### src/rtl/comperator_axi_ip_v1_0_sad_matcher_if.sv
`default_nettype none
// ============================================================================
// Module   : comperator_axi_ip_v1_0_sad_matcher_if
// Purpose  : Bundles the reference/candidate block inputs and the result
//            outputs of the SAD disparity matcher.
//   ref_block/ref_load            : reference block and its capture strobe
//   cand_block/cand_valid/
//   cand_last/cand_ready          : candidate handshake, cand_last ends search
//   result_valid/disparity/
//   min_sad/busy                  : search result and activity flag
// Modports : master = block-reader side, slave = matcher side.
// Revision : 1.0 - initial release
// ============================================================================
interface comperator_axi_ip_v1_0_sad_matcher_if #(
    parameter int BLOCK_SIZE = 8
);
    localparam int BLOCK_WIDTH = BLOCK_SIZE * 24;

    logic [BLOCK_WIDTH-1:0] ref_block;
    logic                   ref_load;
    logic [BLOCK_WIDTH-1:0] cand_block;
    logic                   cand_valid;
    logic                   cand_last;
    logic                   cand_ready;
    logic                   result_valid;
    logic [7:0]             disparity;
    logic [15:0]            min_sad;
    logic                   busy;

    modport master (
        output ref_block, ref_load, cand_block, cand_valid, cand_last,
        input  cand_ready, result_valid, disparity, min_sad, busy
    );

    modport slave (
        input  ref_block, ref_load, cand_block, cand_valid, cand_last,
        output cand_ready, result_valid, disparity, min_sad, busy
    );
endinterface
`default_nettype wire

### src/rtl/comperator_axi_ip_v1_0_sad_matcher.sv
`default_nettype none
// ============================================================================
// Module   : comperator_axi_ip_v1_0_sad_matcher
// Purpose  : Latches one reference block, then scores a sequence of candidate
//            blocks by serial sum of absolute differences (one pixel per
//            cycle, three 8-bit channels per pixel) and reports the index of
//            the lowest-SAD candidate.
// Ports    : aclk   - clock, rising edge
//            areset - asynchronous active-high reset
//            bus    - slave side of the matcher interface
// Revision : 1.0 - initial release
// ============================================================================
module comperator_axi_ip_v1_0_sad_matcher #(
    parameter int BLOCK_SIZE    = 8,
    parameter int MAX_DISPARITY = 16
) (
    input  wire logic aclk,
    input  wire logic areset,
    comperator_axi_ip_v1_0_sad_matcher_if.slave bus
);
    localparam int DATA_WIDTH = 24;
    localparam int PIX_W      = (BLOCK_SIZE > 1) ? $clog2(BLOCK_SIZE) : 1;

    localparam logic [PIX_W-1:0] c_last_pix = PIX_W'(BLOCK_SIZE - 1);
    localparam logic [7:0]       c_last_idx = 8'(MAX_DISPARITY - 1);

    typedef enum logic [2:0] {
        IDLE   = 3'd0,
        READY  = 3'd1,
        ACCUM  = 3'd2,
        UPDATE = 3'd3,
        DONE   = 3'd4
    } state_t;

    state_t r_state;
    state_t w_next;

    logic [BLOCK_SIZE-1:0][DATA_WIDTH-1:0] r_ref;
    logic [BLOCK_SIZE-1:0][DATA_WIDTH-1:0] r_cand;
    logic [PIX_W-1:0] r_pix_cnt;
    logic [15:0]      r_acc;
    logic [15:0]      r_best_sad;
    logic [7:0]       r_best_idx;
    logic [7:0]       r_cand_idx;
    logic             r_last;

    logic             r_cand_ready;
    logic             r_result_valid;
    logic             r_busy;
    logic [7:0]       r_disparity;
    logic [15:0]      r_min_sad;

    function automatic logic [7:0] abs_diff(input logic [7:0] a, input logic [7:0] b);
        return (a > b) ? (a - b) : (b - a);
    endfunction

    logic [DATA_WIDTH-1:0] w_ref_pix;
    logic [DATA_WIDTH-1:0] w_cand_pix;
    logic [9:0]            w_pix_sad;
    logic                  w_better;
    logic [15:0]           w_upd_sad;
    logic [7:0]            w_upd_idx;

    assign w_ref_pix  = r_ref[r_pix_cnt];
    assign w_cand_pix = r_cand[r_pix_cnt];
    assign w_pix_sad  = {2'b00, abs_diff(w_ref_pix[7:0],   w_cand_pix[7:0])}
                      + {2'b00, abs_diff(w_ref_pix[15:8],  w_cand_pix[15:8])}
                      + {2'b00, abs_diff(w_ref_pix[23:16], w_cand_pix[23:16])};

    // Strict compare keeps the earlier (lower) index on a tie.
    assign w_better  = (r_acc < r_best_sad);
    assign w_upd_sad = w_better ? r_acc      : r_best_sad;
    assign w_upd_idx = w_better ? r_cand_idx : r_best_idx;

    always_comb begin
        w_next = r_state;
        case (r_state)
            IDLE:    if (bus.ref_load)            w_next = READY;
            READY:   if (bus.cand_valid)          w_next = ACCUM;
            ACCUM:   if (r_pix_cnt == c_last_pix) w_next = UPDATE;
            UPDATE:  w_next = (r_last || (r_cand_idx == c_last_idx)) ? DONE : READY;
            DONE:    w_next = IDLE;
            default: w_next = IDLE;
        endcase
    end

    always_ff @(posedge aclk or posedge areset) begin
        if (areset) begin
            r_state <= IDLE;
        end else begin
            r_state <= w_next;
        end
    end

    // Status outputs are decoded from the next state so that the registered
    // flag always matches the state register it accompanies.
    always_ff @(posedge aclk or posedge areset) begin
        if (areset) begin
            r_cand_ready   <= 1'b0;
            r_result_valid <= 1'b0;
            r_busy         <= 1'b0;
        end else begin
            r_cand_ready   <= (w_next == READY);
            r_result_valid <= (w_next == DONE);
            r_busy         <= (w_next != IDLE);
        end
    end

    always_ff @(posedge aclk or posedge areset) begin
        if (areset) begin
            r_ref       <= '0;
            r_cand      <= '0;
            r_pix_cnt   <= '0;
            r_acc       <= '0;
            r_best_sad  <= 16'hFFFF;
            r_best_idx  <= '0;
            r_cand_idx  <= '0;
            r_last      <= 1'b0;
            r_disparity <= '0;
            r_min_sad   <= '0;
        end else begin
            case (r_state)
                IDLE: begin
                    if (bus.ref_load) begin
                        r_ref      <= bus.ref_block;
                        r_cand_idx <= '0;
                        r_best_sad <= 16'hFFFF;
                        r_best_idx <= '0;
                    end
                end
                READY: begin
                    if (bus.cand_valid) begin
                        r_cand    <= bus.cand_block;
                        r_last    <= bus.cand_last;
                        r_pix_cnt <= '0;
                        r_acc     <= '0;
                    end
                end
                ACCUM: begin
                    r_acc     <= r_acc + {6'd0, w_pix_sad};
                    r_pix_cnt <= r_pix_cnt + PIX_W'(1);
                end
                UPDATE: begin
                    r_best_sad <= w_upd_sad;
                    r_best_idx <= w_upd_idx;
                    if (w_next == DONE) begin
                        // Publish the post-update winner; it holds until the next DONE.
                        r_disparity <= w_upd_idx;
                        r_min_sad   <= w_upd_sad;
                    end else begin
                        r_cand_idx <= r_cand_idx + 8'd1;
                    end
                end
                default: ;
            endcase
        end
    end

    assign bus.cand_ready   = r_cand_ready;
    assign bus.result_valid = r_result_valid;
    assign bus.busy         = r_busy;
    assign bus.disparity    = r_disparity;
    assign bus.min_sad      = r_min_sad;
endmodule
`default_nettype wire

### src/flat_wrapper.sv
// flat-port wrapper written by rule: the top's interface ports become plain ports
module comperator_axi_ip_v1_0_sad_matcher_flat 
#(
    parameter int BLOCK_SIZE    = 8,
    parameter int MAX_DISPARITY = 16
)
  (aclk, areset, bus_ref_block, bus_ref_load, bus_cand_block, bus_cand_valid, bus_cand_last, bus_cand_ready, bus_result_valid, bus_disparity, bus_min_sad, bus_busy);
  comperator_axi_ip_v1_0_sad_matcher_if #(.BLOCK_SIZE(BLOCK_SIZE)) bus_i ();
  input  wire logic aclk;
  input  wire logic areset;
  input wire logic [$bits(bus_i.ref_block)-1:0] bus_ref_block;
  input wire logic [$bits(bus_i.ref_load)-1:0] bus_ref_load;
  input wire logic [$bits(bus_i.cand_block)-1:0] bus_cand_block;
  input wire logic [$bits(bus_i.cand_valid)-1:0] bus_cand_valid;
  input wire logic [$bits(bus_i.cand_last)-1:0] bus_cand_last;
  output wire logic [$bits(bus_i.cand_ready)-1:0] bus_cand_ready;
  output wire logic [$bits(bus_i.result_valid)-1:0] bus_result_valid;
  output wire logic [$bits(bus_i.disparity)-1:0] bus_disparity;
  output wire logic [$bits(bus_i.min_sad)-1:0] bus_min_sad;
  output wire logic [$bits(bus_i.busy)-1:0] bus_busy;
  assign bus_i.ref_block = bus_ref_block;
  assign bus_i.ref_load = bus_ref_load;
  assign bus_i.cand_block = bus_cand_block;
  assign bus_i.cand_valid = bus_cand_valid;
  assign bus_i.cand_last = bus_cand_last;
  assign bus_cand_ready = bus_i.cand_ready;
  assign bus_result_valid = bus_i.result_valid;
  assign bus_disparity = bus_i.disparity;
  assign bus_min_sad = bus_i.min_sad;
  assign bus_busy = bus_i.busy;
  comperator_axi_ip_v1_0_sad_matcher #(.BLOCK_SIZE(BLOCK_SIZE), .MAX_DISPARITY(MAX_DISPARITY)) u_core (.aclk(aclk), .areset(areset), .bus(bus_i));
endmodule
### config.mk
export PLATFORM = sky130hd
export DESIGN_NAME = comperator_axi_ip_v1_0_sad_matcher_flat
export DESIGN_NICKNAME = d
export VERILOG_FILES = /design/src/rtl/comperator_axi_ip_v1_0_sad_matcher_if.sv /design/src/rtl/comperator_axi_ip_v1_0_sad_matcher.sv /design/src/flat_wrapper.sv
export SDC_FILE = /design/constraint.sdc
export NUM_CORES = 1
export LEC_CHECK = 0
export CAP_MARGIN = 20
export CORE_UTILIZATION = 58
export DETAILED_ROUTE_END_ITERATION = 10
export GPL_TIMING_DRIVEN = 0
export PLACE_DENSITY = 0.94
export RECOVER_POWER = 50
export REMOVE_ABC_BUFFERS = 1
export SLEW_MARGIN = 30
export SYNTH_ARGS = -nofsm -noshare
export SYNTH_HDL_FRONTEND = slang
export SYNTH_SLANG_ARGS = --single-unit
### constraint.sdc
create_clock -name aclk -period 39.2 [get_ports aclk]
set_input_delay 7.84 -clock aclk [delete_from_list [all_inputs] [get_ports aclk]]
set_output_delay 7.84 -clock aclk [all_outputs]
set_load 0.1 [all_outputs]
==> impl_results.md <==
- Vias: 18800
- M2 GR Usage: 55.4%
- Top Usage Layer GRT: met2
- Hold depth: 2
- Maxcap violations: 9
- CTS max path bufs: 3
- Global Route Usage Sum: 31.7%
- Core box area: 0.0411 mm^2
- Fin cells: 3193
- Placed cells: 3097
- Worst path slowest cell: clkbuf_1
- Top post-synthesis cells by area: dfrtp_1 46%, nand2_1 9.9%, mux2_2 9.5%
- Endpoints failing hold: 0
- First-pass GRT wire length: 107 mm
- Reg clk slew, reported paths: 60 ps
- Worst skew pair latency: 590 ps
- Via density: 5.88
- Met3 Use GR: 5.12%
- H-tree lvl count: 2
- Nature of the critical path endpoint: asynchronous set/reset pin
- CP Class: input pin to asynchronous set/reset pin
- Max-Slew Margin vs Limit: -249%
- Crit share post-route: 42.8%
- # hold bufs at CTS: 0
- Initial DRC count: 1421
- Post-synth ARST share: 100%
- CP arrival: 16510 ps
- Startpoint types: input pin
- Clock Root Buffer: clkbuf_16
- Number of synthesized flops with an enable pin: 0
- Cell family with most CP delay: buffers and inverters
- Synth Register Bits: 466
- PortBufs: 415
- TritonCTS sink count: 466
- Required time of the critical path: 38910 ps
- Post-Syn Area: 0.0244 mm^2
- Overflow after GRT: 0
- Total Wirelength: 66.7 mm
- Top-area cell type share of the netlist area: 46.2%
- Highest clock rate: 0.0595 GHz
- Initial antenna violation count: 8
- Worst reg2reg startpoint: u_core.r_pix_cnt[0]
- Area grow syn2layout: 26.8%
- CTS tree: yes
- Util after Layout: 75.2%
- Pin count of the biggest net entering global routing: 100
- Share of cells above drive strength 1: 17.9%
- Worst Skew: 22.1 ps
- Final min period: 16800 ps
- Slew at the pin closest to its max-slew limit: 5230 ps
- CTS Buf Count: 48
- Hold_ws: 471 ps
- Crit-path max cell delay: 3720 ps
- Routed Antenna Nets: 0
- Status: finished, violations left
- Cell mode on critical path: clkbuf_1
- Met1 usage: 36.8%
- Fin. max-slew vios: 580
- Postcts setup bufs: 0
- Register area share after synthesis: 47.9%
- Min-Delay Endpoint: u_core.r_cand[22]
- IO Pins: 416
- Most common cell after layout, fill and taps aside: nand2_1
- Dpl hpwl: 48.1 mm
- Crit path buffers/inverters: 4
- Initial Util: 59.3%
- Drt wl/cell: 20.9 um
- Number of remaining DRC errors: 4
- Top_reg_cell synth: dfrtp_1
- Row cnt: 74
- Reg-to-Reg End: u_core.r_acc[13]
- Area leader, netlist: dfrtp_1
- R2R setup slack: 31230 ps
- Ys Warns: 0
- RSZ-0062 raised after global routing: no
- Min-Delay Path Class: flop to flop
- Post-synthesis cell type count: 74
- Nets@finish: 3104
- Crit path cell chain: dlygate4sd3_1 -> clkinvlp_2 -> clkbuf_1 -> clkbuf_1
- Die H: 207 um
- Synthesized instance count: 2219
- Vias in the first global route: 20400
- Critical-path maximum fanout: 99
- Hold Startpoint: u_core.r_cand[22]
- Post-CTS Resized: 0
- Failing checks: DRC, capacitance limit, slew limit
- Synthesized area per cell: 11.0 um^2
- Setup violations, final: 0
- Worst reg2reg path depth: 30
- RD Place Congestion: 0.860
- Most frequent cells in the layout: 641 x nand2_1, 447 x dfrtp_1, 412 x clkdlybuf4s50_1
- Die area: 0.0429 mm^2
- DR pass1 iterations: 10
- Die X: 207 um
- Setup TNS: 0 ps
sequential cells by signal, indices dropped and copies added (netlist names):
signal / cells
u_core.bus.disparity: 8
u_core.bus.busy: 1
u_core.r_cand: 192
u_core.r_acc: 16
u_core.r_best_idx: 8
u_core.r_ref: 192
u_core.bus.cand_ready: 1
u_core.r_best_sad: 16
u_core.r_state: 3
u_core.r_pix_cnt: 3
u_core.bus.result_valid: 1
u_core.r_last: 1
u_core.r_cand_idx: 8
u_core.bus.min_sad: 16
cell usage after synthesis, drive strengths merged (11+ instances only):
cell type,n
nand2,641
a211oi,11
buf,67
dfrtp,450
clkbuf,62
o211ai,30
a21o,12
nor2,44
nor2b,15
mux2i,80
nand3,36
o21ai,29
xnor2,22
or4,16
ha,91
mux2,214
nor3,11
mux4,96
or3,13
xor2,15
inv,102
dfstp,16
a21oi,42
worst register-to-register path, delay by kind of cell (launching register included):
family | cells | cell delay, ps
DFF | 1 | 700
adders and majority gates | 4 | 1380
and+or+nand+nor | 5 | 1060
muxes | 4 | 1440
AOI/OAI and AO/OA | 10 | 2050
buffers and inverters | 4 | 770
xor gates and xnor gates | 3 | 470
through the flow:
stage	instance area, um^2	worst slack [ps]
after detailed placement	29400	27080
after CTS	31000	27660
after global placement	28600	-2490
final	30900	22400
after global routing	30900	20460
after floorplan	23800	7400
metal layers:
metal  vias to the layer above  share of wire, %
met3                       239               5.7
met5                         -                 0
li1                       8416                 -
met4                         0               6.0
met2                       795                52
met1                      9327                37
final cells by class:
cell class | count | area, um^2
Fill cell | 2468 | 10200
Clock inverter | 13 | 180
Timing Repair Buffer | 475 | 4720
Tap cell | 532 | 666
Inverter | 103 | 389
Clock buffer | 75 | 1510
Antenna cell | 8 | 20.0
Sequential cell | 466 | 11700
Multi-Input combinational cell | 1521 | 11700
cells by family (layout without fill, tap and decap cells):
group                    Yosys count  after routing  synth area share [%]
AND/OR/NAND/NOR                  820            820                  14.1
flip-flops                       466            466                  47.9
multiplexers                     390            390                  22.1
buffers and inverters            232            666                  4.07
AO/OA/AOI/OAI                    174            174                  5.06
adder cells (fa/ha/maj)          100            100                  5.41
XOR/XNOR                          37             37                  1.33
other                              0              8                     0
worst max path at each step:
| stage | slack [ps] | to | startpoint | cells after the start |
|---|---|---|---|---|
| floorplan | 7400 | u_core.r_ref[0] | bus_ref_load | 2 |
| global placement | -2490 | u_core.r_ref[81] | bus_ref_load | 3 |
| detailed placement | 27080 | u_core.r_ref[85] | bus_ref_load | 16 |
| CTS | 27660 | u_core.r_ref[85] | bus_ref_load | 16 |
| global route | 20460 | u_core.r_ref[108] | areset | 4 |
| finish | 22400 | u_core.r_cand[14] | areset | 4 |
Power is left out: the tool's default activity adds up to more than one toggle a clock period on the data nets, which glitch-free logic cannot reach.
